## config.mk

```make
export PLATFORM = sky130hd
export DESIGN_NAME = rr_arbiter4_dl
export DESIGN_NICKNAME = d
export VERILOG_FILES = /design/src/rtl/arb_pkg.sv /design/src/rtl/decoder2to4_n.sv /design/src/rtl/rr_arbiter4_dl.sv
export SDC_FILE = /design/constraint.sdc
export NUM_CORES = 1
export LEC_CHECK = 0
export ABC_CLOCK_PERIOD_IN_PS = 2720
export CORE_MARGIN = 2
export CORE_UTILIZATION = 54
export CTS_CLUSTER_SIZE = 8
export DETAILED_ROUTE_END_ITERATION = 12
export GPL_TIMING_DRIVEN = 1
export PLACE_DENSITY = 0.91
export REMOVE_ABC_BUFFERS = 1
export SETUP_SLACK_MARGIN = 0.3
export SLEW_MARGIN = 10
export SYNTH_ARGS = -nofsm -noshare
export SYNTH_HDL_FRONTEND = slang
export SYNTH_SLANG_ARGS = --single-unit
```

## constraint.sdc

```tcl
create_clock -name clk -period 2.72 [get_ports clk]
set_clock_uncertainty 0.05 [all_clocks]
set_input_delay 0.544 -clock clk [delete_from_list [all_inputs] [get_ports clk]]
set_output_delay 0.544 -clock clk [all_outputs]
set_load 0.03 [all_outputs]
```

## src/rtl/arb_pkg.sv

```systemverilog
// Shared constants for the four-way round-robin arbiter and its active-low decoder.
package arb_pkg;

    typedef enum logic {
        ST_IDLE  = 1'b0,
        ST_GRANT = 1'b1
    } state_e;

    localparam logic [3:0] NO_GRANT = 4'b1111;

    localparam int unsigned MAX_HOLD_DEFAULT = 8;

    // Result of a round-robin search: whether any request was found, and which one.
    typedef struct packed {
        logic       vld;
        logic [1:0] idx;
    } pick_t;

endpackage

```

## src/rtl/decoder2to4_n.sv

```systemverilog
// 2-to-4 decoder with active-low enable and active-low one-hot output.
module decoder2to4_n
    import arb_pkg::*;
(
    input  logic [1:0] idx_i,
    input  logic       enable_n_i,
    output logic [3:0] dec_n_o
);

    always_comb begin
        dec_n_o = NO_GRANT;
        if (!enable_n_i) begin
            dec_n_o[idx_i] = 1'b0;
        end
    end

endmodule

```

## src/rtl/rr_arbiter4_dl.sv

```systemverilog
// Four-requester round-robin arbiter with hold limit and active-low one-hot grant.
// Optional grant lock (suppresses forced rotation) is built when ARB_LOCK_EN is defined.
module rr_arbiter4_dl
    import arb_pkg::*;
#(
    parameter int unsigned MAX_HOLD = MAX_HOLD_DEFAULT,
    parameter int unsigned CNT_W    = 4
) (
    input  logic       clk,
    input  logic       rst_n,
    input  logic       en_n,
    input  logic [3:0] req,
    input  logic       lock,
    output logic [3:0] gnt_n,
    output logic [1:0] gnt_idx,
    output logic       gnt_vld
);

    localparam logic [CNT_W-1:0] HOLD_LAST = CNT_W'(MAX_HOLD - 1);

    // First set bit of r, searching from after+1 and wrapping back round to after itself.
    function automatic pick_t pick_next(input logic [3:0] r, input logic [1:0] after);
        pick_t      p;
        logic [1:0] c;
        p.vld = 1'b0;
        p.idx = after;
        for (int k = 1; k <= 4; k++) begin
            c = after + 2'(k);
            if (!p.vld && r[c]) begin
                p.vld = 1'b1;
                p.idx = c;
            end
        end
        return p;
    endfunction

    state_e           state_q, state_d;
    logic             gnt_vld_q, gnt_vld_d;
    logic [1:0]       gnt_idx_q, gnt_idx_d;
    logic [1:0]       last_idx_q, last_idx_d;
    logic [CNT_W-1:0] hold_cnt_q, hold_cnt_d;
    logic [3:0]       gnt_n_q, gnt_n_d;

    logic [3:0] others;
    pick_t      pick_all;
    pick_t      pick_oth;
    logic       rotate_ok;

`ifdef ARB_LOCK_EN
    assign rotate_ok = ~lock;
`else
    logic unused_lock;
    assign unused_lock = lock;
    assign rotate_ok   = 1'b1;
`endif

    always_comb begin
        others   = req & ~(4'b0001 << gnt_idx_q);
        pick_all = pick_next(req, last_idx_q);
        pick_oth = pick_next(others, gnt_idx_q);

        state_d    = state_q;
        gnt_vld_d  = gnt_vld_q;
        gnt_idx_d  = gnt_idx_q;
        last_idx_d = last_idx_q;
        hold_cnt_d = hold_cnt_q;

        unique case (state_q)
            ST_IDLE: begin
                if (!en_n && pick_all.vld) begin
                    state_d    = ST_GRANT;
                    gnt_vld_d  = 1'b1;
                    gnt_idx_d  = pick_all.idx;
                    last_idx_d = pick_all.idx;
                    hold_cnt_d = '0;
                end
            end
            ST_GRANT: begin
                if (en_n) begin
                    state_d    = ST_IDLE;
                    gnt_vld_d  = 1'b0;
                    hold_cnt_d = '0;
                end else if (!req[gnt_idx_q]) begin
                    // Holder released: hand off in the same edge, released one goes last.
                    if (pick_oth.vld) begin
                        gnt_idx_d  = pick_oth.idx;
                        last_idx_d = pick_oth.idx;
                        hold_cnt_d = '0;
                    end else begin
                        state_d    = ST_IDLE;
                        gnt_vld_d  = 1'b0;
                        hold_cnt_d = '0;
                    end
                end else if (hold_cnt_q == HOLD_LAST && pick_oth.vld && rotate_ok) begin
                    gnt_idx_d  = pick_oth.idx;
                    last_idx_d = pick_oth.idx;
                    hold_cnt_d = '0;
                end else if (hold_cnt_q != HOLD_LAST) begin
                    hold_cnt_d = hold_cnt_q + 1'b1;
                end
            end
            default: begin
                state_d    = ST_IDLE;
                gnt_vld_d  = 1'b0;
                hold_cnt_d = '0;
            end
        endcase
    end

    decoder2to4_n u_dec (
        .idx_i      (gnt_idx_d),
        .enable_n_i (~gnt_vld_d),
        .dec_n_o    (gnt_n_d)
    );

    always_ff @(posedge clk or negedge rst_n) begin
        if (!rst_n) begin
            state_q    <= ST_IDLE;
            gnt_vld_q  <= 1'b0;
            gnt_idx_q  <= 2'b00;
            last_idx_q <= 2'b11;
            hold_cnt_q <= '0;
            gnt_n_q    <= NO_GRANT;
        end else begin
            state_q    <= state_d;
            gnt_vld_q  <= gnt_vld_d;
            gnt_idx_q  <= gnt_idx_d;
            last_idx_q <= last_idx_d;
            hold_cnt_q <= hold_cnt_d;
            gnt_n_q    <= gnt_n_d;
        end
    end

    assign gnt_n   = gnt_n_q;
    assign gnt_idx = gnt_idx_q;
    assign gnt_vld = gnt_vld_q;

endmodule

```

==> results of run 1 <==
==> final cells by class <==
class | count | area share
Tap cell | 27 | 0.0222
Timing Repair Buffer | 40 | 0.216
Clock buffer | 4 | 0.0239
Inverter | 7 | 0.0189
Sequential cell | 14 | 0.237
Multi-Input combinational cell | 102 | 0.482
==> worst max-delay path by stage <==
| stage | from | end | slack, ps | depth (start not counted) |
|---|---|---|---|---|
| final | gnt_idx[1] | hold_cnt_q[1] | 230 | 8 |
| after global routing | gnt_idx[1] | hold_cnt_q[1] | 210 | 8 |
| after CTS | gnt_idx[1] | gnt_n[0] | 310 | 8 |
| after detailed placement | req[2] | gnt_n[0] | -80 | 7 |
| after global placement | req[2] | gnt_n[0] | 30 | 7 |
| after floorplan | gnt_idx[0] | gnt_n[0] | 10 | 8 |
==> cells by family after synthesis <==
logic type / count (synthesis) / share of synthesized area
fa+ha+maj: 5 / 0.0570
xor+xnor: 1 / 0.00798
mux: 3 / 0.0502
compound gates: 42 / 0.246
flops: 14 / 0.326
simple gates: 51 / 0.268
buf+inv: 11 / 0.0445
==> metal layers <==
layer	part of all wire	up-vias	routed length, um	track usage
li1	-	553	-	-
met1	0.33	604	1370	0.409
met2	0.45	136	1870	0.554
met3	0.13	53	531	0.0890
met4	0.084	0	345	0.157
met5	0	-	0	0
==> power by group <==
group | internal, mW | switching (mW) | total (mW)
clock network | 0.0816 | 0.0709 | 0.153
logic | 0.509 | 0.577 | 1.09
registers | 0.297 | 0.0871 | 0.384
total | 0.888 | 0.735 | 1.62
==> synth_stat cells, drive strengths merged (2+ instances only) <==
master and number:
a21oi 9, nor3 2, nand3 5, mux4 2
nor2 7, nand2 14, o22ai 2, clkbuf 2
nand3b 4, inv 7, buf 2, nand2b 6
ha 5, o21ai 14, dfrtp 8, nand4 2
nor2b 4, a21o 2, dfstp 6, o211ai 3
==> flip-flops by register name, indices dropped and copies added (netlist names) <==
signal and cells:
gnt_idx 2, gnt_n 4, gnt_vld 1, hold_cnt_q 4
last_idx_q 2, state_q 1
==> worst max-delay path: cells and delay by family (launching register included) <==
family | cells | cell delay (ps)
compound gates | 3 | 610
flops | 1 | 420
simple gates | 1 | 250
buf+inv | 3 | 450
mux | 1 | 600
==> per-stage QoR <==
stage	hold slack, ps	total power [mW]	cell area [sq um]
CTS	426	1.48	1490
floorplan	198	0.892	1070
global route	517	1.68	1520
detailed placement	417	1.19	1340
finish	512	1.62	1520
global placement	413	1.14	1340
==> what timing repair did <==
action                     4_1_cts  5_1_grt
resized for setup               13        6
setup buffers                   11        3
gates cloned                     0        0
setup endpoints to repair        4        6
pin swaps                        2        2
==> impl_metrics.tcl, run 1 <==
set metrics [dict create \
    ctsHoldBuffers 0 \
    seq_area_sq_um 360 \
    cp-end-kind "register" \
    final_nets 181 \
    cts-root-buf "clkbuf_4" \
    die_y_um 49.1 \
    rr_worst_depth 8 \
    syn-cell-area_sq_um 1100 \
    synth-seq-area-share 0.326 \
    reg2reg_from "gnt_idx[1]" \
    hold_viol_final 0 \
    synth.top_cell.area_share 0.182 \
    startpoint_type "register" \
    rr_endpoint "hold_cnt_q[1]" \
    relSlewSlack 0.608 \
    gp_congestion 0.923 \
    numCtsBuffers 3 \
    synthCells 127 \
    rows 16 \
    rsz0062_at_grt "yes" \
    overflow 0 \
    setup_violations 0 \
    yosysTopAreaCell "dfrtp_1" \
    antenna_found_initial 0 \
    drt_iter0_drc 120 \
    initial_core_util 0.565 \
    setup-tns-final_ps 0 \
    wl_um 4110 \
    utilization 0.783 \
    crit_chain "buf_4 > buf_4 > mux4_2 > and2_1 > o21ai_0 > o22ai_2 > buf_4 > o21ai_0" \
    num-fill-cells 105 \
    finalCritPeriodShare 0.915 \
    grt_pass1_vias 1299 \
    io_pins 15 \
    power_density_nw_per_um2 1070 \
    drive_above_1_share 0.341 \
    worstMarginPinSlew_ps 586 \
    regToRegSetupSlack_ps 230 \
    drv_slew 0 \
    multi_input_area_sq_um 733 \
    port_buffers 13 \
    drc 0 \
    worstPathArrival_ps 2630 \
    dieArea_sq_um 2410 \
    die_w_um 49.1 \
    max_freq_mhz 402 \
    slowest_delay_ps 600 \
    critPathSlowestCell "mux4_2" \
    synth_top_flop_cell "dfrtp_1" \
    grt_first_pass_wirelength_um 6190 \
    path_class "register to register" \
    via_count 1346 \
    numClockSinks 14 \
    path_clk_slew_ps 90 \
    layout_commonest_cell "buf_4" \
    final.min_clock_period_ps 2490 \
    hold_path_class "register to register" \
    cts_htree_levels 1 \
    cpMostUsedCell "buf_4" \
    status "finished clean" \
    p_leak_nw 0.654 \
    async_flop_share 1.00 \
    core_sq_um 1940 \
    ys_ff_latch 14 \
    clock_path_buffers 2 \
    cts_tree "yes" \
    grt_max_degree 15 \
    grt_usage 0.337 \
    ys_top_cells_by_area "dfrtp_1 18%, dfstp_2 14%, o21ai_0 5.9%" \
    layout_setup_ws_ps 232 \
    clk_latency_ps 290 \
    yosysUniqueCellTypes 46 \
    synth_warnings 0 \
    hold_end "hold_cnt_q[3]" \
    final_cells 194 \
    ant_nets 0 \
    hold_start "hold_cnt_q[3]" \
    dp_hpwl_um 2350 \
    synth-edff-count 0 \
    pre_cts_ws_ps -78.1 \
    critPathRequiredTime_ps 2870 \
    max_cap_viol_count 0 \
    avgViaCountPerCell 6.94 \
    avgRoutedWirePerCell_um 21.2 \
    dp_cells 176 \
    irDropWorstVdd_v 0.000765 \
    area_delta_synth_final_pct 38.5 \
    dr.pass1.iters 5 \
    diodes 0 \
    final_cell_mix "27 x buf_4, 13 x nand2_1, 11 x o21ai_0" \
    path_max_fanout 7 \
    hold_depth 1 \
    avgSynthCellArea_sq_um 8.64 \
]
(Power assumes the default switching activity.)
==> run 2, diff against run 1 <==
--- a/config.mk
+++ b/config.mk
@@ -6,6 +6,7 @@
 export NUM_CORES = 1
 export LEC_CHECK = 0
 export ABC_CLOCK_PERIOD_IN_PS = 2720
+export CAP_MARGIN = 20
 export CORE_MARGIN = 2
 export CORE_UTILIZATION = 54
 export CTS_CLUSTER_SIZE = 8
==> results of run 2 <==
Same layout as run 1: the final DEF is identical, and so are final timing and power.
==> RTL change 1 (flow settings as in run 1) <==
Build with the macro `ARB_LOCK_EN` defined.
--- a/src/rtl/rr_arbiter4_dl.sv
+++ b/src/rtl/rr_arbiter4_dl.sv
@@ -2,2 +2,4 @@
 // Optional grant lock (suppresses forced rotation) is built when ARB_LOCK_EN is defined.
+`define ARB_LOCK_EN
+
 module rr_arbiter4_dl
Behaviour: not the same (a bounded check fails within 10 cycles, from zero or initial values and one cycle with rst_n low).
==> RTL change 1 against run 1 <==
- sequential share of layout area decreased by 4.2 points
- hold slack improved by 0.024 ns
- sequential cell count unchanged
- first-iteration DRC count decreased by 33%
- design area increased by 21%
- largest power group unchanged
- power increased by 36%
- synthesized area increased by 10%
- wire length increased by 0.36%
- non-clock buffer count increased by 15
- largest cell class unchanged
- combinational power increased by 50%
- worst setup slack got worse by 0.098 ns
==> RTL change 1: results (changes against run 1) <==
status - complete, no violations
Vias/cell - 6.49 (-6.4%)
First DRT Iteration DRCs - 81 (-33%)
most frequent cells after synthesis - 11 x a21oi_1, 8 x dfrtp_1, 6 x dfstp_2, 6 x nand2_1, 6 x nor2_1
number of synthesized flops with an enable pin - 0 (unchanged)
Tightest Pin Transition - 0.604 ns (+0.0186 ns)
final WL - 4.13 mm (+0.36%)
placed cell area - 1550 um2 (+16%)
layout cells sized above 1 - 43.2% (+9.1 points)
CP max FO - 5 (-2)
routability cong. - 0.860 (-6.9%)
dpl ws - -0.176 ns (-0.0976 ns)
fillcell total - 107 (+1.9%)
Ys Warns - 0 (unchanged)
Final Net Count - 199 (+9.9%)
uppermost layer routed - met4
DP HPWL - 2.41 mm (+2.6%)
Reg clk slew, reported paths - 0.08 ns
H-tree depth - 1 (unchanged)
diode count - 0 (unchanged)
first-pass GRT wire length - 6.53 mm (+5.6%)
Clk Latency, worst-skew pair - 0.30 ns
Seq/Total Area, Yosys - 29.5% (-3.1 points)
P_leak - 0.806 nW (+23%)
VDD IR-drop max - 0.00122 V (+60%)
GRT Overall Usage - 34.2% (+0.47 points)
number of port buffers - 14 (+1)
number of global-route vias before repair - 1307 (+0.62%)
met3 wire len - 256 um (-52%)
Met2 Wirelength - 2.06 mm (+10%)
synth top area cells - dfrtp_1 17%, dfstp_2 13%, ha_1 5.2%
wl on met1 - 1.74 mm (+27%)
drt pass-1 iters - 5 (unchanged)
gr ovfl total - 0 (unchanged)
Max clock buf depth - 2 (unchanged)
Root Driver - clkbuf_4
Hold WC Path Type - flop to flop
Final Non-Filler Cells - 213 (+9.8%)
antenna violations before repair - 0 (unchanged)
Synth Instances - 135 (+6.3%)
ys flop type - dfrtp_1
Netlist cell types - 53 (+15%)
crit path DAT - 2.76 ns (+0.13 ns)
-- RTL change 1: worst max-delay path: stages (launching register included) --
cell and delay, ns:
dfrtp_1 0.40, buf_6 0.14, buf_4 0.14, ha_4 0.16
nor4b_2 0.25, buf_4 0.17, nor4_4 0.05, nor3_2 0.28
buf_4 0.17, nor3_2 0.04, a211o_1 0.26, or3b_1 0.39
-- RTL change 1: routing by layer --
metal	global-route usage, %	vias to the layer above
met5	0	-
met4	12.7	0
met3	7.02	8
met2	55.3	83
met1	44.7	676
li1	-	616
-- RTL change 1: power breakdown --
part	internal, mW	switching (mW)	total (mW)	leakage [nW]
Clock	0.0819	0.0745	0.156	0.0210
Sequential	0.310	0.110	0.419	0.165
Combinational	0.821	0.804	1.63	0.620
Total	1.21	0.988	2.20	0.806
-- RTL change 1: through the flow --
step / util [%] / hold slack, ns
CTS: 83.6 / 0.506
detailed placement: 71.5 / 0.483
global route: 84.7 / 0.568
floorplan: - / 0.198
global placement: 71.5 / 0.459
finish: 84.7 / 0.537
-- RTL change 1: cell type report --
| class | count | area, um2 | share of cell area (%) |
|---|---|---|---|
| repair buffers | 55 | 458 | 24.9 |
| multi-input cells | 105 | 920 | 50.1 |
| flip-flops and latches | 14 | 359 | 19.6 |
| well taps | 28 | 35.0 | 1.91 |
| clock buffers | 4 | 36.3 | 1.98 |
| inverters | 7 | 28.8 | 1.57 |
-- RTL change 1: worst paths after layout --
path | startpoint | endpoint | slack, ns | cells after the start
max | gnt_idx[1] | gnt_n[0] | 0.13 | 11
min | hold_cnt_q[3] | hold_cnt_q[3] | 0.54 | 1
max reg2reg | gnt_idx[1] | gnt_n[0] | 0.13 | 11
min reg2reg | hold_cnt_q[3] | hold_cnt_q[3] | 0.54 | 1
max in group asynchronous | rst_n | gnt_idx[0] | 1.63 | 1
min in group asynchronous | rst_n | hold_cnt_q[3] | 0.57 | 1
-- RTL change 1: repair_timing --
action	in CTS	in global routing
endpoints found under the setup margin	6	8
endpoints found under the hold margin	0	0
pin swaps	11	7
setup buffers	9	2
gates resized for setup	37	3
-- RTL change 1: logic make-up after synthesis --
family / synth area share [%]
simple gates: 24.8
compound gates: 23.9
fa+ha+maj: 5.17
flops: 29.5
mux: 7.95
buf+inv: 7.23
xor+xnor: 1.45
==> RTL change 2 (config.mk and constraints of run 1) <==
Made on the original files. One comparison of `hold_cnt_q` changes from == to >=.
--- a/src/rtl/rr_arbiter4_dl.sv
+++ b/src/rtl/rr_arbiter4_dl.sv
@@ -93,3 +93,3 @@
                     end
-                end else if (hold_cnt_q == HOLD_LAST && pick_oth.vld && rotate_ok) begin
+                end else if (hold_cnt_q >= HOLD_LAST && pick_oth.vld && rotate_ok) begin
                     gnt_idx_d  = pick_oth.idx;
Check against the original RTL: no difference found for any inputs over 10 cycles, from zero or initial values and one cycle with rst_n low; that may be too few to reach the edited logic, so the function may still have changed.
==> RTL change 2 against run 1 <==
- design area grew 4.4%
- worst setup slack lost 0.0029 ns
- critical path depth is the same
- sequential cell count did not move
- synthesized area fell by 2.5%
- wire length down 18%
- synthesized cell count down 13%
- sequential share of layout area decreased by 0.99 points
- count of clock-buffer cells in the layout is the same
- core utilization rose by 4.3 points
- power up 3.7%
==> RTL change 2: results (changes against run 1) <==
Clk Latency, worst-skew pair - 0.27 ns (-0.02 ns)
Final Net Count - 172 (-5.0%)
CP max FO - 4 (-3)
terminus of the critical flop-to-flop path - gnt_n[1]
Tightest Pin Transition - 0.636 ns (+0.0502 ns)
status - complete, no violations
P_leak - 0.687 nW (+5.1%)
crit path DAT - 2.65 ns (+0.02 ns)
final WL - 3.39 mm (-18%)
Synth Area in Compound Gates - 21.2% (-3.5 points)
GRT Overall Usage - 28.7% (-5.0 points)
Hold WS - 0.492 ns (-0.0208 ns)
hold endpoint - hold_cnt_q[1]
Met2 Wirelength - 1.71 mm (-8.8%)
worst hold start - hold_cnt_q[1]
wl on met1 - 1.41 mm (+3.3%)
layout cells sized above 1 - 43.7% (+9.5 points)
first-pass GRT wire length - 5.24 mm (-15%)
Worst path top cell family by delay - simple AND/OR/NAND/NOR gates
routability cong. - 0.842 (-8.8%)
CP max stage delay - 0.50 ns (-0.10 ns)
drt pass-1 iters - 4 (-1)
Netlist cell types - 45 (-2.2%)
synth top area cells - dfrtp_1 19%, dfstp_2 15%, mux4_2 6.3%
DP HPWL - 2.04 mm (-13%)
placed cell area - 1370 um2 (+2.6%)
DR vias - 1144 (-15%)
[RTL change 2: through the flow]
stage                     cells  setup WS (ns)
final                       185          0.229
after global placement      169        -0.0963
after detailed placement    169         -0.181
after CTS                   181          0.303
after global routing        185          0.151
after floorplan             109         -0.173
[RTL change 2: worst max-delay path by stage]
stage / endpoint / cells after the start
2_1_floorplan: gnt_n[1] / 8
3_3_place_gp: gnt_n[1] / 7
3_5_place_dp: gnt_n[1] / 7
4_1_cts: gnt_n[0] / 8
5_1_grt: gnt_n[1] / 8
6_report: gnt_n[1] / 8
[RTL change 2: where the power goes]
part | switching [mW] | leakage [nW] | internal (mW) | total (mW)
Clock | 0.0658 | 0.0210 | 0.0814 | 0.147
Sequential | 0.0619 | 0.164 | 0.297 | 0.359
Combinational | 0.551 | 0.502 | 0.627 | 1.18
Total | 0.678 | 0.687 | 1.00 | 1.68
[RTL change 2: area by class of cell]
class / count / area [um2] / share of cell area (%)
Multi-Input combinational cell: 89 / 758 / 47.8
Timing Repair Buffer: 45 / 373 / 23.5
Sequential cell: 14 / 360 / 22.7
Clock buffer: 4 / 36.3 / 2.29
Tap cell: 27 / 33.8 / 2.13
Inverter: 6 / 25.0 / 1.58
[RTL change 2: metal layers]
| layer | global-route usage [%] | vias up |
|---|---|---|
| met5 | 0 | - |
| met4 | 11.0 | 0 |
| met3 | 6.48 | 8 |
| met2 | 47.9 | 49 |
| met1 | 36.6 | 569 |
| li1 | - | 518 |
[RTL change 2: timing repair]
action | 4_1_cts | 5_1_grt
hold buffers | 0 | 0
resized for setup | 16 | 10
setup buffers | 8 | 4
hold endpoints to repair | 0 | 0
pin swaps | 4 | 1
endpoints found under the setup margin | 8 | 11
